===== src/rtl/latch_bank_wr_ctrl.sv =====
// Write sequencer for a bank of level-sensitive D latches shared by NREQ requesters.
// Round-robin arbitration; registered one-hot enables with one setup and one hold cycle.
module latch_bank_wr_ctrl #(
  parameter int NREQ     = 4,
  parameter int AW       = 3,
  parameter int DW       = 8,
  parameter int OPEN_CYC = 1
) (
  input  logic                 clk,
  input  logic                 rst,
  input  logic [NREQ-1:0]      req,
  input  logic [NREQ*AW-1:0]   addr,
  input  logic [NREQ*DW-1:0]   wdata,
  output logic [NREQ-1:0]      gnt,
  output logic [NREQ-1:0]      done,
  output logic [(1<<AW)-1:0]   lat_en,
  output logic [DW-1:0]        lat_d,
  output logic                 busy
);

  // state | meaning
  // IDLE  | sample req, capture winner's addr/data
  // SETUP | data bus driven, enables closed
  // OPEN  | selected latch transparent for OPEN_CYC cycles
  // HOLD  | enables closed, data held, done pulse

  localparam int NW = 1 << AW;
  localparam int PW = (NREQ > 1) ? $clog2(NREQ) : 1;
  localparam int CW = (OPEN_CYC > 1) ? $clog2(OPEN_CYC) : 1;
  localparam logic [CW-1:0] CNT_LOAD = CW'(OPEN_CYC - 1);

  localparam logic [1:0] S_IDLE  = 2'd0;
  localparam logic [1:0] S_SETUP = 2'd1;
  localparam logic [1:0] S_OPEN  = 2'd2;
  localparam logic [1:0] S_HOLD  = 2'd3;

  logic [1:0]    state;
  logic [PW-1:0] rr_ptr;
  logic [PW-1:0] win_q;
  logic [AW-1:0] addr_q;
  logic [CW-1:0] cnt;

  logic          any_req;
  logic [PW-1:0] win;
  logic [AW-1:0] win_addr;
  logic [DW-1:0] win_data;
  logic [PW:0]   sum;

  // First set request at or above rr_ptr, wrapping modulo NREQ.
  always_comb begin
    any_req  = 1'b0;
    win      = '0;
    sum      = '0;
    win_addr = '0;
    win_data = '0;
    for (int k = 0; k < NREQ; k++) begin
      sum = {1'b0, rr_ptr} + (PW+1)'(k);
      if (sum >= (PW+1)'(NREQ))
        sum = sum - (PW+1)'(NREQ);
      if (!any_req && req[sum[PW-1:0]]) begin
        any_req = 1'b1;
        win     = sum[PW-1:0];
      end
    end
    for (int i = 0; i < NREQ; i++) begin
      if (win == PW'(i)) begin
        win_addr = addr[i*AW +: AW];
        win_data = wdata[i*DW +: DW];
      end
    end
  end

  always_ff @(posedge clk) begin
    if (rst) begin
      state  <= S_IDLE;
      rr_ptr <= '0;
      win_q  <= '0;
      addr_q <= '0;
      cnt    <= '0;
      gnt    <= '0;
      done   <= '0;
      lat_en <= '0;
      lat_d  <= '0;
      busy   <= 1'b0;
    end else begin
      case (state)
        S_IDLE: begin
          if (any_req) begin
            state  <= S_SETUP;
            win_q  <= win;
            addr_q <= win_addr;
            lat_d  <= win_data;
            gnt    <= NREQ'(1) << win;
            busy   <= 1'b1;
          end
        end
        S_SETUP: begin
          state  <= S_OPEN;
          lat_en <= NW'(1) << addr_q;
          cnt    <= CNT_LOAD;
        end
        S_OPEN: begin
          if (cnt == '0) begin
            state  <= S_HOLD;
            lat_en <= '0;
            done   <= NREQ'(1) << win_q;
          end else begin
            cnt <= cnt - CW'(1);
          end
        end
        S_HOLD: begin
          state  <= S_IDLE;
          gnt    <= '0;
          done   <= '0;
          busy   <= 1'b0;
          rr_ptr <= (win_q == PW'(NREQ - 1)) ? '0 : win_q + PW'(1);
        end
        default: state <= S_IDLE;
      endcase
    end
  end

endmodule

===== config.mk =====
export PLATFORM = sky130hd
export DESIGN_NAME = latch_bank_wr_ctrl
export DESIGN_NICKNAME = d
export VERILOG_FILES = /design/src/rtl/latch_bank_wr_ctrl.sv
export SDC_FILE = /design/constraint.sdc
export NUM_CORES = 1
export LEC_CHECK = 0
export BUFFER_PORTS_ARGS = -buffer_cell sky130_fd_sc_hd__buf_4
export CORE_ASPECT_RATIO = 2
export CORE_MARGIN = 3
export CORE_UTILIZATION = 25
export CTS_CLUSTER_DIAMETER = 30
export DETAILED_ROUTE_END_ITERATION = 6
export PLACE_DENSITY = 0.49
export REMOVE_ABC_BUFFERS = 1
export SYNTH_ARGS = -nofsm -noshare
export SYNTH_HDL_FRONTEND = slang
export SYNTH_SLANG_ARGS = --single-unit
export TNS_END_PERCENT = 5

===== constraint.sdc =====
create_clock -name clk -period 2.09 [get_ports clk]
set_input_delay 0.418 -clock clk [delete_from_list [all_inputs] [get_ports clk]]
set_output_delay 0.418 -clock clk [all_outputs]
set_load 0.02 [all_outputs]

==> results.json, run 1 <==
{
  "cp_cell_sequence": "inv_1, ha_1, clkinv_1, buf_4, nor3_1, a32oi_1, nor2_1",
  "fin_crit_ns": 1.753,
  "cp.arrival_ns": 1.97,
  "timing.slew.headroom": 0.6406,
  "avgSynthCellArea_um2": 9.996,
  "fin_cells": 349,
  "wl_per_cell_um": 14.37,
  "slew_violations": 0,
  "power.internal_mw": 1.826,
  "critPathCaptureType": "flop",
  "die_height_um": 127.3,
  "cts-buffers-inserted": 5,
  "grt_overflow": 0,
  "cts_tree": "built",
  "antenna_cells": 0,
  "max_stage_delay_ns": 0.43,
  "status": "completed",
  "dr.pass1.iters": 4,
  "drv_cap": 0,
  "tightest_slew_ns": 0.5335,
  "insertion_delay_ns": 0.27,
  "cts_setup_buffers": 0,
  "cts-root-buf": "clkbuf_16",
  "power_density_mw_per_mm2": 1034,
  "first_iter_violations": 36,
  "drtAntennaViolNets": 0,
  "seq_area_um2": 680.7,
  "fin_nets": 317,
  "worst-path-buf-inv": 3,
  "finalCritPeriodShare": 0.8388,
  "critPathKind": "flop to flop",
  "rsz0062_at_grt": "no",
  "syn_area_mm2": 0.001839,
  "synth_cells": 184,
  "vias": 1620,
  "gp_congestion": 0.7332,
  "clkPwrFrac": 0.312,
  "path_depth": 7,
  "hold_viol_final": 0,
  "synth_warnings": 0,
  "cts_resized": 0,
  "clockBufferDepth": 2,
  "hold_depth": 3,
  "cp_slowest_cell": "nor3_1",
  "cp_data_required_time_ns": 2.30,
  "p_comb_frac": 0.372,
  "numPortBuffers": 74,
  "clkTransAtPathRegs_ns": 0.05,
  "setup_violations": 0,
  "ys_ff_latch": 34,
  "core_mm2": 0.007048,
  "grt_pass1_wl_mm": 7.879,
  "p_sw_mw": 0.9161,
  "final_core_util": 0.3764,
  "seq_area_frac_synth": 0.3701,
  "cts_sinks": 34,
  "grt_max_degree": 37,
  "fin_skew_ns": 0.003568,
  "place_inst": 342,
  "vdd_ir_drop_max_mv": 0.4220,
  "fp.dieArea_mm2": 0.008485,
  "grt_pass1_vias": 1646,
  "yosys.cell_types.count": 29,
  "rr_worst_depth": 7,
  "worst_hold_path_type": "input pin to flop",
  "cp_max_fo": 9,
  "finalSetupTns_ns": 0,
  "fmax_mhz": 570.4,
  "io_pins": 75,
  "drc": 0,
  "fillers": 757,
  "finalWirelength_mm": 5.015,
  "area_growth_pct": 44.22,
  "switching_share": 0.3341,
  "multi_input_area_mm2": 0.001036,
  "start_util": 0.2610,
  "die_w_um": 66.65,
  "rows": 43,
  "grtUsageTotal": 0.1226,
  "crit_family": "simple AND/OR/NAND/NOR gates",
  "p_leak_nw": 1.209,
  "worstSetupStartpointType": "flop",
  "vias_per_cell": 4.642,
  "p_seq_frac": 0.316,
  "ctsHoldBuffers": 0,
  "drive_above_1_share": 0.4015,
  "hpwlAfterDp_mm": 3.902,
  "antenna_found_initial": 0,
  "h-tree-depth": 2
}
## cell families after synthesis
family	Yosys count	synth area share
AO/OA/AOI/OAI	34	0.1707
adder cells (fa/ha/maj)	8	0.05442
buffers and inverters	22	0.06666
flip-flops	34	0.3701
multiplexers	30	0.1639
AND/OR/NAND/NOR	56	0.1741
## synth_stat cells
library cell | count | area share
buf_2 | 2 | 0.0054
mux2_2 | 1 | 0.0061
nor3_1 | 6 | 0.016
nand2b_1 | 3 | 0.010
nand3b_1 | 13 | 0.053
nor3b_1 | 2 | 0.0082
dfxtp_1 | 34 | 0.37
o21ai_0 | 2 | 0.0054
a32oi_1 | 4 | 0.019
a21oi_1 | 7 | 0.019
a211o_1 | 1 | 0.0048
o22ai_1 | 1 | 0.0034
o221ai_2 | 10 | 0.082
a21oi_2 | 1 | 0.0048
nand3_1 | 2 | 0.0054
mux2i_1 | 29 | 0.16
buf_6 | 5 | 0.031
o221ai_1 | 1 | 0.0048
inv_1 | 8 | 0.016
nor2b_1 | 2 | 0.0068
or3_4 | 3 | 0.018
nand2_1 | 4 | 0.0082
ha_1 | 8 | 0.054
clkinv_1 | 1 | 0.0020
a31oi_1 | 1 | 0.0034
nor2_1 | 20 | 0.041
a22oi_1 | 6 | 0.024
clkbuf_1 | 6 | 0.012
nor4_2 | 1 | 0.0068
## metal layers
| layer | track usage | routed length (um) |
|---|---|---|
| met1 | 0.1181 | 1780 |
| met2 | 0.2389 | 2840 |
| met3 | 0.01847 | 229 |
| met4 | 0.05868 | 165 |
| met5 | 0 | 0 |
## power groups by stage
stage	Sequential [mW]	Combinational, mW	Clock (mW)
after global placement	0.883	1.03	0
after floorplan	0.964	0.527	0
after global routing	0.888	1.12	0.901
after detailed placement	0.884	1.04	0
after CTS	0.871	1.04	0.879
final	0.866	1.02	0.856
## worst min-delay path: stages
cell,delay (ns)
buf_4,0.07
mux2i_1,0.06
o221ai_1,0.13
## layout by cell type (no fill, tap or decap), types with 2 or more instances in the layout
cell type,count
clkbuf_16,5
a22oi_1,6
o21ai_0,2
o221ai_2,10
nor3_1,6
inv_1,8
nand3_1,2
a21oi_1,7
ha_1,8
nand2b_1,3
nor2b_1,2
nand2_1,4
buf_4,80
or3_4,3
nand3b_1,13
nor3b_1,2
mux2i_1,29
nor2_1,20
a32oi_1,4
dfxtp_1,34
## stage by stage
stage / worst slack [ns] / total power [mW] / hold WS, ns / area, um^2
3_5_place_dp: 0.2322 / 1.921 / 0.4608 / 2484
6_report: 0.3369 / 2.742 / 0.4421 / 2653
5_1_grt: 0.1066 / 2.912 / 0.4845 / 2653
3_3_place_gp: 0.2623 / 1.917 / 0.4552 / 2484
4_1_cts: 0.3196 / 2.789 / 0.4435 / 2653
2_1_floorplan: 0.1337 / 1.491 / 0.4547 / 1750
## final cells by class
cell class / count / area share
timing repair buffer: 81 / 0.2340
clock buffer: 6 / 0.05236
multi-input combinational: 128 / 0.3906
tap: 90 / 0.04245
clock inverter: 1 / 0.01132
inverter: 9 / 0.01274
sequential: 34 / 0.2566
## path summary, 6_finish.rpt
check	startpoint	endpoint	slack [ns]
worst min register to register	gnt[3]	gnt[3]	0.46
worst max register to register	state[1]	lat_en[3]	0.34
worst max-delay path	state[1]	lat_en[3]	0.34
worst min-delay path	wdata[30]	lat_d[6]	0.44
## state kept, by name (all words and copies together) (netlist names)
register / count
lat_d: 8
lat_en: 8
done: 4
gnt: 4
addr_q: 3
rr_ptr: 2
state: 2
win_q: 2
busy: 1
Note: power is estimated with default switching activity, not from simulation.
==> run 2: changes to the inputs <==
clock period = 1.7 ns   (was 2.09 ns; I/O delays follow)
==> run 2 against run 1 <==
  * Die area did not move
  * Non-clock buffer count increased by 5
  * Wire length up 5.6%
  * First-iteration DRC count is 61% higher
  * Setup slack worse by 0.28 ns
  * Total power is 26% higher
  * Utilization rose by 0.89 points
==> results.json, run 2 (synthesized netlist as in run 1, its figures left out) <==
{
  "grt_max_degree": 35,
  "numPortBuffers": 74,
  "clkPwrFrac": 0.296,
  "grt_pass1_wl_mm": 7.962,
  "vias": 1665,
  "wl_per_cell_um": 14.83,
  "cts_tree": "built",
  "worst-path-buf-inv": 0,
  "vias_per_cell": 4.664,
  "cts-buffers-inserted": 5,
  "cp_data_required_time_ns": 1.90,
  "holdWs_ns": 0.3534,
  "insertion_delay_ns": 0.28,
  "fp.dieArea_mm2": 0.008485,
  "power.internal_mw": 2.284,
  "fmax_mhz": 609.8,
  "worstSetupStartpointType": "flop",
  "first_iter_violations": 58,
  "reg2reg_from": "rr_ptr[1]",
  "timing.slew.headroom": 0.6878,
  "cts-root-buf": "clkbuf_16",
  "drtAntennaViolNets": 0,
  "place_area_mm2": 0.002521,
  "finalCritPeriodShare": 0.9646,
  "r2r_end": "lat_d[6]",
  "cp_slowest_cell": "or3_4",
  "crit_family": "simple AND/OR/NAND/NOR gates",
  "p_leak_nw": 1.231,
  "die_height_um": 127.3,
  "reg2reg_slack_ns": 0.06,
  "status": "completed",
  "antenna_found_initial": 0,
  "clockBufferDepth": 2,
  "fillers": 751,
  "dr.pass1.iters": 4,
  "drive_above_1_share": 0.4270,
  "hold_viol_final": 0,
  "grt_pass1_vias": 1676,
  "finalSetupTns_ns": 0,
  "critPathCaptureType": "flop",
  "fin_skew_ns": 0.002944,
  "path_depth": 5,
  "critPathKind": "flop to flop",
  "cp_max_fo": 6,
  "core_mm2": 0.007048,
  "top_regs": "lat_d x8, lat_en x8",
  "rr_worst_depth": 5,
  "io_pins": 75,
  "p_comb_frac": 0.394,
  "rows": 43,
  "cts_sinks": 34,
  "fin_nets": 324,
  "endpoint": "lat_d[6]",
  "tightest_slew_ns": 0.4648,
  "gp_congestion": 0.7240,
  "clkTransAtPathRegs_ns": 0.05,
  "final_common_cell": "buf_4",
  "cp_cell_sequence": "a21oi_2, nor3b_1, or3_4, or3_4, o221ai_1",
  "rsz0062_at_grt": "yes",
  "start_util": 0.2610,
  "fin_crit_ns": 1.640,
  "p_seq_frac": 0.310,
  "grt_overflow": 0,
  "worst_hold_path_type": "input pin to flop",
  "h-tree-depth": 2,
  "grtUsageTotal": 0.1242,
  "power_density_mw_per_mm2": 1270,
  "switching_share": 0.3377,
  "slew_violations": 0,
  "max_stage_delay_ns": 0.46,
  "hpwlAfterDp_mm": 3.962,
  "p_sw_mw": 1.165,
  "die_w_um": 66.65,
  "critPathMostFrequentCell": "or3_4",
  "finalWirelength_mm": 5.294,
  "antenna_cells": 0,
  "area_growth_pct": 47.62,
  "vdd_ir_drop_max_mv": 0.4306,
  "critPathLaunch": "rr_ptr[1]",
  "drc": 0,
  "drv_cap": 0,
  "cp.arrival_ns": 1.84,
  "setup_violations": 0,
  "final_cell_mix": "buf_4 (85), dfxtp_1 (32), mux2i_1 (28)",
  "postLayoutCellArea_mm2": 0.002715
}
run 2: changes by cell type in the layout (fill, tap and decap cells not counted), sizes merged:
cell,delta
clkbuf,+1
buf,+5
or3,+2
run 2: how the worst min path moves through the flow:
stage / start / slack [ns] / cells after the start / end
2_1_floorplan: rst / 0.41 / 1 / gnt[1]
3_3_place_gp: gnt[1] / 0.45 / 2 / gnt[1]
3_5_place_dp: gnt[1] / 0.45 / 2 / gnt[1]
4_1_cts: wdata[30] / 0.35 / 3 / lat_d[6]
5_1_grt: wdata[30] / 0.37 / 3 / lat_d[6]
6_report: wdata[30] / 0.35 / 3 / lat_d[6]
run 2: metal layers:
| layer | track usage | part of all wire | up-vias | wire length [um] |
|---|---|---|---|---|
| met3 | 0.01671 | 0.052 | 9 | 276 |
| met5 | 0 | 0 | - | 0 |
| met2 | 0.2447 | 0.58 | 49 | 3090 |
| met4 | 0.06467 | 0.027 | 0 | 144 |
| li1 | - | - | 835 | - |
| met1 | 0.1160 | 0.34 | 772 | 1783 |
run 2: worst reg2reg max path, delay by kind of cell (launching register included):
family / cells / cell delay, ns
AO/OA/AOI/OAI: 2 / 0.28
AND/OR/NAND/NOR: 3 / 0.92
flip-flops: 1 / 0.34
run 2: cell type report:
cell class / instances / area [um^2] / share of cell area
Clock buffer: 7 / 132.6 / 0.04885
Multi-Input combinational cell: 130 / 1065 / 0.3922
Timing Repair Buffer: 86 / 658.1 / 0.2424
Sequential cell: 34 / 683.2 / 0.2516
Tap cell: 90 / 112.6 / 0.04147
Clock inverter: 1 / 30.03 / 0.01106
Inverter: 9 / 33.78 / 0.01244
run 2: power groups by stage:
stage	sequential, mW	combinational (mW)	clock [mW]
3_3_place_gp	1.08	1.34	0
3_5_place_dp	1.09	1.34	0
6_report	1.07	1.36	1.02
2_1_floorplan	1.19	0.648	0
5_1_grt	1.09	1.50	1.08
4_1_cts	1.07	1.35	1.05
run 2: stage by stage:
stage	instances	power, mW	utilization	setup WS, ns
5_1_grt	357	3.671	0.3852	-0.04172
2_1_floorplan	171	1.834	-	-0.1871
4_1_cts	355	3.468	0.3808	0.02725
3_5_place_dp	347	2.431	0.3577	-0.06678
6_report	357	3.449	0.3852	0.06010
3_3_place_gp	347	2.419	0.3577	-0.04602
run 2: timing repair:
item | in CTS | in global routing
endpoints found under the setup margin | 0 | 12
buffers inserted | 0 | 0
hold buffers | 0 | 0
resized for setup | 0 | 7
endpoints found under the hold margin | 0 | 0
